File: src/rtl/pcs_tx_encoder_if.sv
// XGMII-side input words and encoded 66-bit block outputs of the 64b/66b transmit encoder.
interface pcs_tx_encoder_if #(
    parameter int LANES = 2,
    parameter int CNT_W = 16
);
    logic [64*LANES-1:0]    txd;
    logic [8*LANES-1:0]     tx_c;
    logic                   tx_valid;
    logic                   err_clr;
    logic [66*LANES-1:0]    enc_data;
    logic                   enc_valid;
    logic [CNT_W*LANES-1:0] err_cnt;

    modport master (
        output txd, tx_c, tx_valid, err_clr,
        input  enc_data, enc_valid, err_cnt
    );

    modport slave (
        input  txd, tx_c, tx_valid, err_clr,
        output enc_data, enc_valid, err_cnt
    );
endinterface

File: src/rtl/pcs_tx_encoder.sv
// Multi-lane 64b/66b transmit encoder with block sequencing check; 1-cycle registered latency.
// No backpressure: tx_valid=0 acts as a gearbox pause that freezes outputs, state and counters.
module pcs_tx_encoder #(
    parameter int LANES = 2,
    parameter int CNT_W = 16
) (
    input  logic            clk,
    input  logic            rst_n,
    pcs_tx_encoder_if.slave bus
);
    typedef enum logic [2:0] {TX_INIT, TX_C, TX_D, TX_T, TX_E} state_t;
    typedef enum logic [2:0] {T_D, T_C, T_S, T_T, T_E} blk_type_t;
    typedef struct packed {
        blk_type_t   kind;
        logic [65:0] blk;
    } enc_t;

    localparam logic [65:0] EBLOCK   = {{8{7'h1E}}, 8'h1E, 2'b01};
    localparam logic [65:0] IDLE_BLK = 66'h79;

    // Returns {mappable, 7-bit code}.
    function automatic logic [7:0] map_ctrl(input logic [7:0] ch);
        case (ch)
            8'h07:   map_ctrl = {1'b1, 7'h00};
            8'h06:   map_ctrl = {1'b1, 7'h06};
            8'hFE:   map_ctrl = {1'b1, 7'h1E};
            default: map_ctrl = 8'h00;
        endcase
    endfunction

    function automatic logic [7:0] term_type(input logic [2:0] p);
        case (p)
            3'd0:    term_type = 8'h87;
            3'd1:    term_type = 8'h99;
            3'd2:    term_type = 8'hAA;
            3'd3:    term_type = 8'hB4;
            3'd4:    term_type = 8'hCC;
            3'd5:    term_type = 8'hD2;
            3'd6:    term_type = 8'hE1;
            default: term_type = 8'hFF;
        endcase
    endfunction

    function automatic enc_t encode(input logic [63:0] d, input logic [7:0] c);
        enc_t        r;
        logic [7:0]  m;
        logic        ctl_ok;
        logic [55:0] ctl;
        logic [55:0] tpl;
        logic        tail_ok;
        r.kind = T_E;
        r.blk  = EBLOCK;
        ctl_ok = 1'b1;
        ctl    = '0;
        for (int k = 0; k < 8; k++) begin
            m             = map_ctrl(d[8*k +: 8]);
            ctl_ok        = ctl_ok & m[7];
            ctl[7*k +: 7] = m[6:0];
        end
        if (c == 8'h00) begin
            r.kind = T_D;
            r.blk  = {d, 2'b10};
        end else if (c == 8'hFF && ctl_ok) begin
            r.kind = T_C;
            r.blk  = {ctl, 8'h1E, 2'b01};
        end else if (c == 8'h01 && d[7:0] == 8'hFB) begin
            r.kind = T_S;
            r.blk  = {d[63:8], 8'h78, 2'b01};
        end else if (c == 8'h01 && d[7:0] == 8'h9C && d[63:32] == 32'h0) begin
            r.kind = T_C;
            r.blk  = {32'h0, d[31:8], 8'h4B, 2'b01};
        end else begin
            // At most one terminate position can match a given control mask.
            for (int p = 0; p < 8; p++) begin
                tail_ok = (c == (8'hFF << p)) && (d[8*p +: 8] == 8'hFD);
                tpl     = '0;
                for (int j = 0; j < 8; j++) begin
                    if (j > p && d[8*j +: 8] != 8'h07) tail_ok = 1'b0;
                end
                for (int j = 0; j < 7; j++) begin
                    if (j < p) tpl[8*j +: 8] = d[8*j +: 8];
                end
                if (tail_ok) begin
                    r.kind = T_T;
                    r.blk  = {tpl, term_type(3'(p)), 2'b01};
                end
            end
        end
        return r;
    endfunction

    function automatic state_t next_state(input state_t s, input blk_type_t t);
        state_t n;
        case (s)
            TX_D: begin
                case (t)
                    T_D:     n = TX_D;
                    T_T:     n = TX_T;
                    default: n = TX_E;
                endcase
            end
            TX_E: begin
                case (t)
                    T_D:     n = TX_D;
                    T_C:     n = TX_C;
                    T_T:     n = TX_T;
                    default: n = TX_E;
                endcase
            end
            default: begin
                case (t)
                    T_C:     n = TX_C;
                    T_S:     n = TX_D;
                    default: n = TX_E;
                endcase
            end
        endcase
        return n;
    endfunction

    state_t                 state_q;
    state_t                 state_nxt;
    logic [66*LANES-1:0]    enc_q;
    logic [66*LANES-1:0]    enc_nxt;
    logic                   vld_q;
    logic [CNT_W*LANES-1:0] cnt_q;
    logic [LANES-1:0]       err_hit;

    // Lanes are chained in time order so lane i sees the state left by lane i-1.
    always_comb begin
        state_t s;
        enc_t   e;
        s       = state_q;
        enc_nxt = '0;
        err_hit = '0;
        for (int i = 0; i < LANES; i++) begin
            e = encode(bus.txd[64*i +: 64], bus.tx_c[8*i +: 8]);
            s = next_state(s, e.kind);
            if (s == TX_E) begin
                enc_nxt[66*i +: 66] = EBLOCK;
                err_hit[i]          = 1'b1;
            end else begin
                enc_nxt[66*i +: 66] = e.blk;
            end
        end
        state_nxt = s;
    end

    always_ff @(posedge clk) begin
        if (!rst_n) begin
            state_q <= TX_INIT;
            enc_q   <= {LANES{IDLE_BLK}};
            vld_q   <= 1'b0;
            cnt_q   <= '0;
        end else begin
            vld_q <= bus.tx_valid;
            if (bus.tx_valid) begin
                state_q <= state_nxt;
                enc_q   <= enc_nxt;
                for (int i = 0; i < LANES; i++) begin
                    if (err_hit[i] && cnt_q[CNT_W*i +: CNT_W] != '1)
                        cnt_q[CNT_W*i +: CNT_W] <= cnt_q[CNT_W*i +: CNT_W] + CNT_W'(1);
                end
            end
            if (bus.err_clr) cnt_q <= '0;
        end
    end

    assign bus.enc_data  = enc_q;
    assign bus.enc_valid = vld_q;
    assign bus.err_cnt   = cnt_q;
endmodule

File: src/flat_wrapper.sv
// flat-port wrapper written by rule: the top's interface ports become plain ports
module pcs_tx_encoder_flat 
#(
    parameter int LANES = 2,
    parameter int CNT_W = 16
)
  (clk, rst_n, bus_txd, bus_tx_c, bus_tx_valid, bus_err_clr, bus_enc_data, bus_enc_valid, bus_err_cnt);
  pcs_tx_encoder_if #(.LANES(LANES), .CNT_W(CNT_W)) bus_i ();
  input  logic clk;
  input  logic rst_n;
  input wire logic [$bits(bus_i.txd)-1:0] bus_txd;
  input wire logic [$bits(bus_i.tx_c)-1:0] bus_tx_c;
  input wire logic [$bits(bus_i.tx_valid)-1:0] bus_tx_valid;
  input wire logic [$bits(bus_i.err_clr)-1:0] bus_err_clr;
  output wire logic [$bits(bus_i.enc_data)-1:0] bus_enc_data;
  output wire logic [$bits(bus_i.enc_valid)-1:0] bus_enc_valid;
  output wire logic [$bits(bus_i.err_cnt)-1:0] bus_err_cnt;
  assign bus_i.txd = bus_txd;
  assign bus_i.tx_c = bus_tx_c;
  assign bus_i.tx_valid = bus_tx_valid;
  assign bus_i.err_clr = bus_err_clr;
  assign bus_enc_data = bus_i.enc_data;
  assign bus_enc_valid = bus_i.enc_valid;
  assign bus_err_cnt = bus_i.err_cnt;
  pcs_tx_encoder #(.LANES(LANES), .CNT_W(CNT_W)) u_core (.clk(clk), .rst_n(rst_n), .bus(bus_i));
endmodule
File: config.mk
export PLATFORM = sky130hd
export DESIGN_NAME = pcs_tx_encoder_flat
export DESIGN_NICKNAME = d
export VERILOG_FILES = /design/src/rtl/pcs_tx_encoder_if.sv /design/src/rtl/pcs_tx_encoder.sv /design/src/flat_wrapper.sv
export SDC_FILE = /design/constraint.sdc
export NUM_CORES = 1
export LEC_CHECK = 0
export BUFFER_PORTS_ARGS = -buffer_cell sky130_fd_sc_hd__clkbuf_2
export CORE_UTILIZATION = 57
export DETAILED_ROUTE_END_ITERATION = 6
export GPL_TIMING_DRIVEN = 0
export PLACE_DENSITY = 0.87
export SLEW_MARGIN = 20
export SYNTH_ARGS = -nofsm -noshare
export SYNTH_HDL_FRONTEND = slang
export SYNTH_SLANG_ARGS = --single-unit
File: constraint.sdc
create_clock -name clk -period 5.1 [get_ports clk]
set_input_delay 1.02 -clock clk [delete_from_list [all_inputs] [get_ports clk]]
set_output_delay 1.02 -clock clk [all_outputs]
set_load 0.01 [all_outputs]
==> metrics.csv <==
stage,metric,value,unit
outcome,status,"finished, violations left",
outcome,failed_checks,design-rule violations,
sta,post-route-min-period,4.56,ns
global_route,grt_max_degree,19,
setup_path,cp_data_required_time,5.40,ns
die,fp.dieH,139,um
sta,rsz0062_at_grt,false,
cells_and_area,fin_nets,1938,
power_and_ir_drop,peakVddDrop,0.000261,V
setup_path,reg2reg_slack,2.05,ns
cts,numCtsBuffers,17,
synthesis,ys_seq_elements,168,
cells_and_area,final_cell_mix,"305 x clkbuf_2, 202 x nand2_1, 168 x dfxtp_1, 132 x nor2_1, 112 x o21ai_0",
die,initial_utilization,58.9,%
die,core_area,18100,um^2
route,vias,14300,
cts,cts_buffer_depth,2,
route,vias_per_cell,7.04,
cts,cts-hold-fix-buffers,0,
sta,fin_tns_setup,0,ns
global_route,track_usage,47.6,%
sta,hold_viol,0,
synthesis,syn_area_per_cell,7.30,um^2
place,dpl_cell_area,12500,um^2
cells_and_area,drive_gt1_share,21.9,%
place,port_buffers,305,
sta,fin_crit_sh,89.4,%
synthesis,synth_area,10700,um^2
setup_path,crit_path_max_incr_delay,1.03,ns
synthesis,synth_edf_count,0,
cells_and_area,antenna_cells,0,
sta,setup_viol,0,
cts,tritoncts,built,
sta,tightest_slew,1.21,ns
global_route,grt_overflow,0,
route,drc_errors,28,
setup_path,r2r_cells,10,
synthesis,synthFlopType,dfxtp_1,
global_route,grt_pass1_vias,13000,
cts,htree_levels,4,
route,wire_per_inst,23.3,um
job,maxCapViolCount,0,
global_route,grt_pass1_wl,71700,um
cts,clkTransAtPathRegs,0.08,ns
synthesis,ys_warn_count,0,
setup_path,path_class,input pin to flip-flop,
cts,postCtsSetupBuffers,0,
cts,worstSkewPairLatency,0.44,ns
die,die_area,19300,um^2
cells_and_area,syn2layout_area_growth,22.4,%
setup_path,crit_fanout,10,
cts,cts_resized,0,
setup_path,start_kind,input pin,
setup_path,path_cells,clkbuf_2 -> or3_1 -> or3_1 -> or3_4 -> nor4_1 -> a21oi_1 -> o221ai_2 -> buf_2 -> nand2_2 -> o221ai_1 -> a21oi_1,
place,place_inst,1998,
synthesis,ys_seq_area_share,31.5,%
place,place_congestion,1.09,
setup_path,crit-reg2reg-launch,u_core.state_q[1],
setup_path,cp_data_arrival_time,4.86,ns
min_path,hold_class,flip-flop to flip-flop,
die,fp-row-count,49,
synthesis,synthArstFlopShare,0,%
sta,finalMaxSlewViolations,0,
route,ant_nets,0,
cts,ctsRootBufferMaster,clkbuf_16,
synthesis,synth_cells,1464,
sta,fmax,219,MHz
die,pin_count,313,
place,place_hpwl,37100,um
sta,finalClockSkew,0.0151,ns
cells_and_area,layout_commonest_cell,clkbuf_2,
cells_and_area,design_area,13100,um^2
setup_path,end_kind,flip-flop,
route,drt_iter0_drc,2090,
min_path,hold_depth,2,
cells_and_area,post-route-util,72.1,%
setup_path,worst_setup_path_startpoint,bus_txd[43],
route,drtPass1Iterations,7,
die,die_w,139,um
power_and_ir_drop,power_density,234,nW/um^2
synthesis,synthDistinctLibCells,85,
sta,max_slew_margin,18.4,%
min_path,hp-start,u_core.bus.enc_data[117],
cts,cts_sinks,168,
setup_path,cp_slowest_cell,nor4_1,
power_and_ir_drop,p_leak,0.00496,uW
synthesis,syn-num-nets,1614,
global_route,antenna_found_initial,0,
cells_and_area,instances_no_fill,2030,
route,routed_wl,47400,um
## critical path, delay by kind of cell
family	cells	cell delay, ns
AND/OR/NAND/NOR	5	2.37
AO/OA/AOI/OAI	4	0.96
buffers and inverters	2	0.48
## per-stage QoR
| stage | power (uW) | hold WS [ns] | setup WS (ns) |
|---|---|---|---|
| global route | 3120 | 0.470 | 0.491 |
| finish | 3070 | 0.450 | 0.538 |
| floorplan | 1550 | 0.470 | 1.45 |
| global placement | 1760 | 0.434 | 0.427 |
| CTS | 3030 | 0.454 | 0.815 |
| detailed placement | 1770 | 0.442 | 0.390 |
## synth_stat cells (45+ instances only)
cell / count / area, um^2
nand2_1: 202 / 758
dfxtp_1: 168 / 3360
nor2_1: 132 / 495
o21ai_0: 112 / 561
a21oi_1: 78 / 390
clkbuf_1: 63 / 236
nand3_1: 63 / 315
a22oi_1: 52 / 390
nand4_1: 46 / 288
nor4_1: 46 / 288
o21ai_1: 46 / 230
nor3_1: 45 / 225
## power breakdown
part | total, uW | internal (uW) | switching (uW) | leakage (uW)
clock | 1310 | 655 | 655 | 0.000284
combinational | 382 | 121 | 261 | 0.00330
sequential | 1380 | 1350 | 28.0 | 0.00138
## layout make-up
type                    count  area, um^2
repair buffers            305        1530
flip-flops and latches    168        3360
inverters                  17        63.8
plain buffers              80         329
well taps                 229         287
fillers                  1488        5060
clock inverters            15         154
multi-input cells        1199        6940
clock buffers              17         425
## layer usage
layer | part of all wire, % | GRT usage, % | wire (um)
met1 | 38 | 61.8 | 17900
met2 | 42 | 71.5 | 19900
met3 | 16 | 16.2 | 7500
met4 | 4.4 | 20.5 | 2100
met5 | 0 | 0 | 0
## cells by family (layout without fill, tap and decap cells)
group	Yosys count	in the layout	synth area share, %
buffers and inverters	97	434	3.67
xor gates and xnor gates	16	16	1.31
and+or+nand+nor	715	715	35.2
adders and majority gates	2	2	0.234
AOI/OAI and AO/OA	462	462	27.8
muxes	4	4	0.386
DFF	168	168	31.5
## worst paths after layout
kind,endpoint
worst max register to register,u_core.bus.err_cnt[21]
worst max-delay path,u_core.bus.enc_data[42]
worst min register to register,u_core.bus.enc_data[117]
worst min-delay path,u_core.bus.enc_data[117]
## state kept, by name, indices dropped and copies added, names as in the netlist
| register | count |
|---|---|
| u_core.bus.enc_data | 132 |
| u_core.bus.err_cnt | 32 |
| u_core.state_q | 3 |
| u_core.bus.enc_valid | 1 |
Power figures use the tool's default switching activity.
